==> src/rtl/mmu_out_seq_pkg.sv <==
// Shared definitions for the MMU output sequencer: FSM state type and width helpers.
package mmu_out_seq_pkg;

    typedef enum logic [1:0] {
        S_IDLE = 2'd0,
        S_RUN  = 2'd1,
        S_DONE = 2'd2
    } state_t;

    // Bits needed to represent value; clogb2(0) = 0.
    function automatic int unsigned clogb2(input int unsigned value);
        int unsigned bits;
        bits = 0;
        for (int unsigned i = 0; i < 32; i++) begin
            if ((value >> i) != 0) bits = i + 1;
        end
        return bits;
    endfunction

    function automatic int unsigned width_min1(input int unsigned value);
        return (clogb2(value) < 1) ? 1 : clogb2(value);
    endfunction

endpackage

==> src/rtl/mmu_out_seq_wrap_cnt.sv <==
// Wrapping counter 0..TARGET-1 with enable, synchronous clear and end-of-count flag.
module mmu_wrap_cnt
    import mmu_out_seq_pkg::*;
#(
    parameter int unsigned TARGET = 8,
    parameter int unsigned W      = width_min1(TARGET - 1)
) (
    input  logic         clk,
    input  logic         rst_n,
    input  logic         en,
    input  logic         clr,
    output logic [W-1:0] cnt,
    output logic         at_end
);

    localparam logic [W-1:0] LAST = W'(TARGET - 1);

    assign at_end = (cnt == LAST);

    always_ff @(posedge clk or negedge rst_n) begin
        if (!rst_n) begin
            cnt <= '0;
        end else if (clr) begin
            cnt <= '0;
        end else if (en) begin
            cnt <= at_end ? '0 : cnt + 1'b1;
        end
    end

endmodule

==> src/rtl/mmu_out_seq.sv <==
// MMU output sequencer: walks a ROWS x COLS tile row-major, one beat per valid/ready accept.
// Optional MMU_OUT_SEQ_BASE_EN adds a base_addr input captured at start and added to wr_addr.
module mmu_out_seq
    import mmu_out_seq_pkg::*;
#(
    parameter int unsigned ROWS   = 4,
    parameter int unsigned COLS   = 8,
    parameter int unsigned ADDR_W = width_min1(ROWS * COLS - 1),
    localparam int unsigned RW    = width_min1(ROWS - 1),
    localparam int unsigned CW    = width_min1(COLS - 1)
) (
    input  logic              clk,
    input  logic              rst_n,
    input  logic              start,
    input  logic              abort,
    input  logic              out_ready,
`ifdef MMU_OUT_SEQ_BASE_EN
    input  logic [ADDR_W-1:0] base_addr,
`endif
    output logic              out_valid,
    output logic [RW-1:0]     row_idx,
    output logic [CW-1:0]     col_idx,
    output logic [ADDR_W-1:0] wr_addr,
    output logic              last,
    output logic              busy,
    output logic              done
);

    state_t            state;
    logic              accept;
    logic              run_abort;
    logic              final_acc;
    logic              cnt_clr;
    logic              col_end;
    logic              row_end;
    logic [ADDR_W-1:0] lin_addr;

    assign accept    = out_valid & out_ready;
    // Abort wins over a simultaneous accept: that beat counts as not delivered.
    assign run_abort = (state == S_RUN) & abort;
    assign final_acc = accept & col_end & row_end & ~run_abort;
    assign cnt_clr   = run_abort | final_acc;
    assign last      = row_end & col_end & out_valid;

    mmu_wrap_cnt #(.TARGET(COLS), .W(CW)) u_col_cnt (
        .clk    (clk),
        .rst_n  (rst_n),
        .en     (accept & ~run_abort),
        .clr    (cnt_clr),
        .cnt    (col_idx),
        .at_end (col_end)
    );

    mmu_wrap_cnt #(.TARGET(ROWS), .W(RW)) u_row_cnt (
        .clk    (clk),
        .rst_n  (rst_n),
        .en     (accept & col_end & ~run_abort),
        .clr    (cnt_clr),
        .cnt    (row_idx),
        .at_end (row_end)
    );

    always_ff @(posedge clk or negedge rst_n) begin
        if (!rst_n) begin
            lin_addr <= '0;
        end else if (cnt_clr) begin
            lin_addr <= '0;
        end else if (accept) begin
            lin_addr <= lin_addr + 1'b1;
        end
    end

`ifdef MMU_OUT_SEQ_BASE_EN
    logic [ADDR_W-1:0] base_q;

    always_ff @(posedge clk or negedge rst_n) begin
        if (!rst_n) begin
            base_q <= '0;
        end else if ((state == S_IDLE) && start) begin
            base_q <= base_addr;
        end
    end

    assign wr_addr = base_q + lin_addr;
`else
    assign wr_addr = lin_addr;
`endif

    always_ff @(posedge clk or negedge rst_n) begin
        if (!rst_n) begin
            state     <= S_IDLE;
            out_valid <= 1'b0;
            busy      <= 1'b0;
            done      <= 1'b0;
        end else begin
            case (state)
                S_IDLE: begin
                    done <= 1'b0;
                    if (start) begin
                        state     <= S_RUN;
                        out_valid <= 1'b1;
                        busy      <= 1'b1;
                    end
                end
                S_RUN: begin
                    if (run_abort) begin
                        state     <= S_IDLE;
                        out_valid <= 1'b0;
                        busy      <= 1'b0;
                    end else if (final_acc) begin
                        state     <= S_DONE;
                        out_valid <= 1'b0;
                        done      <= 1'b1;
                    end
                end
                S_DONE: begin
                    state     <= S_IDLE;
                    out_valid <= 1'b0;
                    busy      <= 1'b0;
                    done      <= 1'b0;
                end
                default: begin
                    state     <= S_IDLE;
                    out_valid <= 1'b0;
                    busy      <= 1'b0;
                    done      <= 1'b0;
                end
            endcase
        end
    end

endmodule

==> config.mk <==
export PLATFORM = sky130hd
export DESIGN_NAME = mmu_out_seq
export DESIGN_NICKNAME = d
export VERILOG_FILES = /design/src/rtl/mmu_out_seq_pkg.sv /design/src/rtl/mmu_out_seq_wrap_cnt.sv /design/src/rtl/mmu_out_seq.sv
export SDC_FILE = /design/constraint.sdc
export NUM_CORES = 1
export LEC_CHECK = 0
export ABC_CLOCK_PERIOD_IN_PS = 3600
export BUFFER_PORTS_ARGS = -buffer_cell sky130_fd_sc_hd__clkbuf_2
export CAP_MARGIN = 5
export CELL_PAD_IN_SITES_DETAIL_PLACEMENT = 1
export CELL_PAD_IN_SITES_GLOBAL_PLACEMENT = 1
export CORE_MARGIN = 2
export CORE_UTILIZATION = 30
export CTS_CLUSTER_DIAMETER = 30
export DETAILED_ROUTE_END_ITERATION = 8
export GPL_ROUTABILITY_DRIVEN = 0
export HOLD_SLACK_MARGIN = 0.1
export MAX_ROUTING_LAYER = met4
export PLACE_DENSITY = 0.6
export SLEW_MARGIN = 20
export SYNTH_ARGS = -nofsm -noshare
export SYNTH_HDL_FRONTEND = slang
export SYNTH_HIERARCHICAL = 1
export SYNTH_SLANG_ARGS = --single-unit
==> constraint.sdc <==
create_clock -name clk -period 3.6 [get_ports clk]
set_input_delay 0.54 -clock clk [delete_from_list [all_inputs] [get_ports clk]]
set_output_delay 0.54 -clock clk [all_outputs]
set_load 0.005 [all_outputs]
==> impl_metrics.toml, run 1 <==
[global_routing]
grt_start_max_net_pins = 16
grt_pass1_wl_um = 2690
grt_pass1_vias = 585
grt_overflow_total = 0
grt_usage_pct = 13.9
antenna_found_initial = 0

[synth]
synth.avg_cell_area_um2 = 10.8
synthSimpleGateAreaFrac_pct = 24.7
syn_area_um2 = 736
synth_fa_ha_area_share_pct = 6.80
yosysTopAreaCell = "dfrtp_1"
synth_compound_area_share_pct = 11.1
netlist.area_leader.share_pct = 51.0
yosys-top-cells-area = "dfrtp_1 51%, ha_1 6.8%, nor2_1 4.6%, mux2i_1 4.1%, a21oi_2 3.6%"
synth.mux.area_fraction_pct = 4.08
synthCells = 68
syn_nets = 77
ys_seq_elements = 15
ys_warn_count = 6
synthXorXnorAreaFrac_pct = 2.38
synth_top_family_by_area = "simple AND/OR/NAND/NOR gates"
synth.distinct_cells = 27
seq_area_frac_synth_pct = 51.0

[finish]
drive_above_1_share_pct = 30.0
fin_nets = 100
syn_to_final_growth_pct = 20.6
n_antenna_cell = 0

[sta]
period_minus_slack_ns = 2.02
fin_worst_skew_ns = 0.00405
grt_setup_unrepaired = "false"
relSlewSlack_pct = 70.8
max_freq_ghz = 0.494
tns_ns = 0
hold_violations = 0
period_share_pct = 56.2
worst_pin_slew_ns = 0.437
setup_ws_ns = 1.58
setup-violations-final = 0
slew_violations = 0

[outcome]
status = "finished, final reports clean"

[detailed_routing]
viasPerCell = 5.01
drc = 0
drt_wl_total_um = 1600
drtIter0Drc = 10
ant_nets = 0
wl_per_cell_um = 13.5
num_vias = 591
first_pass_iters = 2

[floorplanning]
initial_utilization_pct = 32.3
core.rowCount = 17
die_w_um = 53.5
die_area_um2 = 2860
pin_count = 19
die_y_um = 53.5
design.core.area_um2 = 2280

[worst_setup_path]
r2r-start = "u_col_cnt/cnt[0]"
slowest_stage = "dfrtp_1"
worstPathRequired_ns = 3.06
cp_common_cell = "ha_1"
cpLargestDelayFamily = "adder cells"
worstPathCellList = "ha_1 > ha_1 > and3_2 > clkbuf_2"
worst_setup_path_end_kind = "output pin"
cpPeakStageDelay_ns = 0.42
worstPathArrival_ns = 1.48
critPathMaxFanout = 5
crit_type = "reg -> out"
startpoint = "u_col_cnt/cnt[0]"
path_buf_inv = 1
start_kind = "register"

[clock_tree]
cts_hold_buf = 0
insertion_delay_ns = 0.28
cts-resized-gates = 0
cts_tree = "done"
clock-sinks = 15
post_cts_buffers = 0
cts-htree-levels = 1
clk_pin_slew_ns = 0.09
clockRootBuffer = "clkbuf_4"
cts_buffer_depth = 2
cts_inserted_buffers = 3

[power_and_ir_drop]
max-vdd-ir-drop_v = 0.000219
power_leakage_nw = 0.439
p_per_area_nw_per_um2 = 510

[hold_path]
hold_path_class = "in -> async"

[placed_design]
dp_slack_ns = 1.90
dp.final_hpwl_um = 1220
io_buffers = 18

[flow_run]
cap_violations = 0
==> state kept, by name, indices dropped and copies added (netlist names) <==
name,count
busy,1
wr_addr,5
done,1
u_col_cnt/cnt,3
out_valid,1
u_row_cnt/cnt,2
state,2
==> metal layers <==
layer	track usage [%]	wire length, µm	share of wire (%)	vias to the layer above
li1	-	-	-	288
met1	17.1	761	48	290
met2	21.8	771	48	11
met3	2.54	54	3.4	2
met4	6.41	8	0.50	0
met5	-	0	0	-
==> cells in the final DEF, fill, tap and decap left out, drive strengths merged <==
cell type,n
and3,2
clkbuf,22
o21bai,1
xnor2,1
nand2b,3
and2,2
a21oi,7
mux2i,3
or3,2
nand3b,1
nor4b,1
nor2b,1
a41oi,1
nor2,9
ha,4
nand3,2
or3b,2
nand2,5
xor2,1
a2bb2oi,1
dfrtp,15
o21ai,2
nand4,1
and3b,1
==> report_power, final <==
group	internal (W)	switching, W
logic	0.0000601	0.0000578
clock network	0.0000430	0.0000530
registers	0.000201	0.0000378
==> area by class of cell <==
cell class                 count  area, µm²
multi-input combinational     53        360
timing repair buffer          18       90.1
sequential                    15        375
clock buffer                   4       26.3
fill                         273       1390
tap                           28       35.0
==> path summary, 6_finish.rpt <==
check / slack [ns] / endpoint / cells after the start
setup / recovery: 1.58 / last / 4
hold reg to reg: 0.53 / busy / 2
hold / removal: 0.16 / wr_addr[4] / 1
min in group clk: 0.50 / state[1] / 2
setup reg to reg: 1.94 / wr_addr[1] / 5
max in group asynchronous: 3.16 / wr_addr[0] / 1
==> per-stage QoR <==
stage / hold slack [ns] / instance area, µm² / total power [W] / utilization, % / instances
2_1_floorplan: 0.244 / 736 / 0.000304 / - / 68
4_1_cts: 0.165 / 887 / 0.000466 / 39.0 / 118
6_report: 0.159 / 887 / 0.000452 / 39.0 / 118
3_5_place_dp: 0.488 / 861 / 0.000364 / 37.8 / 114
5_1_grt: 0.178 / 887 / 0.000493 / 39.0 / 118
3_3_place_gp: 0.484 / 861 / 0.000361 / 37.8 / 114
==> cells in the mapped netlist <==
master and instances:
nor4b_1 1, a2bb2oi_1 1, and3_1 1, dfrtp_1 15, o21bai_1 1, nand2_1 5, or3b_1 2, nand3_2 1
nand4_1 1, and2_1 1, or3_1 2, nand3b_1 1, xnor2_1 1, a21oi_2 3, nand2b_1 3, o21ai_0 2
ha_1 4, mux2i_1 3, and3_2 1, and2_2 1, nor2b_1 1, nor2_1 9, and3b_1 1, a41oi_1 1
nand3_1 1, xor2_1 1, a21oi_1 4
==> cell families (layout without fill, tap and decap cells) <==
kind of cell / count (synthesis) / in the layout
AND/OR/NAND/NOR: 32 / 32
flip-flops: 15 / 15
AO/OA/AOI/OAI: 12 / 12
adder cells (fa/ha/maj): 4 / 4
multiplexers: 3 / 3
XOR/XNOR: 2 / 2
buffers and inverters: 0 / 22
Power figures use the tool's default switching activity.
==> run 2: changes to the inputs <==
--- a/config.mk
+++ b/config.mk
@@ -5,7 +5,7 @@
 export SDC_FILE = /design/constraint.sdc
 export NUM_CORES = 1
 export LEC_CHECK = 0
-export ABC_CLOCK_PERIOD_IN_PS = 3600
+export ABC_CLOCK_PERIOD_IN_PS = 2000
 export BUFFER_PORTS_ARGS = -buffer_cell sky130_fd_sc_hd__clkbuf_2
 export CAP_MARGIN = 5
 export CELL_PAD_IN_SITES_DETAIL_PLACEMENT = 1
==> constraint.sdc (replaced) <==
create_clock -name clk -period 2 [get_ports clk]
set_input_delay 0.3 -clock clk [delete_from_list [all_inputs] [get_ports clk]]
set_output_delay 0.3 -clock clk [all_outputs]
set_load 0.005 [all_outputs]
==> impl_metrics.toml, run 2 (synthesized netlist as in run 1, its figures left out) <==
[finish]
n_fill_cell = 261
mostFrequentLayoutCell = "clkbuf_2"
mostFrequentLayoutCells = "18 x clkbuf_2, 15 x dfrtp_1, 9 x nor2_1"
syn_to_final_growth_pct = 21.9
layout.cells.non_filler = 119
drive_above_1_share_pct = 29.7
fin_nets = 101
n_antenna_cell = 0
largest_reg_flops = 5

[hold_path]
hold_end = "state[1]"
hold_depth = 2
hold_path_class = "in -> reg"
hold_start = "abort"

[clock_tree]
cts_inserted_buffers = 3
post_cts_buffers = 0
cts-resized-gates = 0
clk_pin_slew_ns = 0.08
cts_tree = "done"
clockRootBuffer = "clkbuf_4"
cts-htree-levels = 1
cts_buffer_depth = 2
insertion_delay_ns = 0.28
clock-sinks = 15

[sta]
period_share_pct = 87.0
worst_pin_slew_ns = 0.408
setup-violations-final = 0
period_minus_slack_ns = 1.74
tns_ns = 0
holdWs_ns = 0.250
slew_violations = 0
hold_violations = 0
relSlewSlack_pct = 72.7
max_freq_ghz = 0.574
fin_worst_skew_ns = 0.00316
grt_setup_unrepaired = "false"

[worst_setup_path]
worstPathArrival_ns = 1.44
crit_type = "reg -> out"
worstPathRequired_ns = 1.70
worstReg2RegEnd = "wr_addr[3]"
rrSetupSlack_ns = 0.45
start_kind = "register"
rr_worst_depth = 5
worst_setup_path_end_kind = "output pin"
startpoint = "u_col_cnt/cnt[0]"
critPathMaxFanout = 5
r2r-start = "u_col_cnt/cnt[0]"

[power_and_ir_drop]
p_per_area_nw_per_um2 = 905
swShare_pct = 32.4
p_switching_w = 0.000263
power_w = 0.000812
power.internal_w = 0.000549
p_seq_share_pct = 52.7
max-vdd-ir-drop_v = 0.000553
power_leakage_nw = 0.443
power_frac_comb_pct = 26.5
pwr-share-clk_pct = 20.8

[global_routing]
grt_overflow_total = 0
antenna_found_initial = 0
grt_start_max_net_pins = 16
grt_usage_pct = 12.9
grt_pass1_vias = 555
grt_pass1_wl_um = 2510

[floorplanning]
core.rowCount = 17
die_area_um2 = 2860
pin_count = 19
design.core.area_um2 = 2280
die_y_um = 53.5
initial_utilization_pct = 32.3
die_w_um = 53.5

[detailed_routing]
num_vias = 584
wl_per_cell_um = 12.8
ant_nets = 0
drtIter0Drc = 6
drc = 0
drt_wl_total_um = 1530
viasPerCell = 4.91
first_pass_iters = 3

[placed_design]
dp.cells = 114
io_buffers = 18
dp.final_hpwl_um = 1180

[outcome]
status = "finished, final reports clean"

[flow_run]
cap_violations = 0
-- run 2: area by class of cell --
class	instances	area, µm²	area share [%]
Multi-Input combinational cell	53	360	40.2
Sequential cell	15	375	41.8
Clock buffer	4	26.3	2.93
Timing Repair Buffer	19	100	11.2
Tap cell	28	35.0	3.91
-- run 2: worst max path at each step --
stage,endpoint,slack [ns]
3_3_place_gp,u_col_cnt/cnt[0],0.47
4_1_cts,last,0.23
3_5_place_dp,wr_addr[3],0.44
5_1_grt,last,0.18
2_1_floorplan,u_row_cnt/cnt[0],0.56
6_report,last,0.26
-- run 2: worst max-delay path, cell delays in order, from the launching register on --
cell and delay (ns):
dfrtp_1 0.41, ha_1 0.21, ha_1 0.22, and3_2 0.21, clkbuf_2 0.11
-- run 2: power groups by stage --
stage,Clock (W),Combinational (W),Sequential [W]
after global placement,0,0.000214,0.000431
after detailed placement,0,0.000218,0.000434
after global routing,0.000192,0.000250,0.000440
after CTS,0.000182,0.000221,0.000429
final,0.000169,0.000215,0.000428
after floorplan,0,0.000120,0.000428
-- run 2: per-layer routing --
metal	global-route usage, %	vias to the layer above	wire length [µm]
li1	-	290	-
met1	16.5	279	793
met2	18.7	13	659
met3	5.08	2	67
met4	3.85	0	8
met5	-	-	0
-- run 2: repair_timing --
item	in CTS	in global routing
endpoints found under the setup margin	0	0
hold endpoints to repair	15	0
hold buffers	1	0
-- run 2: stage by stage --
step | instance area, µm² | util [%] | setup WS, ns
CTS | 897 | 39.4 | 0.230
finish | 897 | 39.4 | 0.259
global placement | 861 | 37.8 | 0.469
detailed placement | 861 | 37.8 | 0.440
floorplan | 736 | - | 0.562
global route | 897 | 39.4 | 0.177
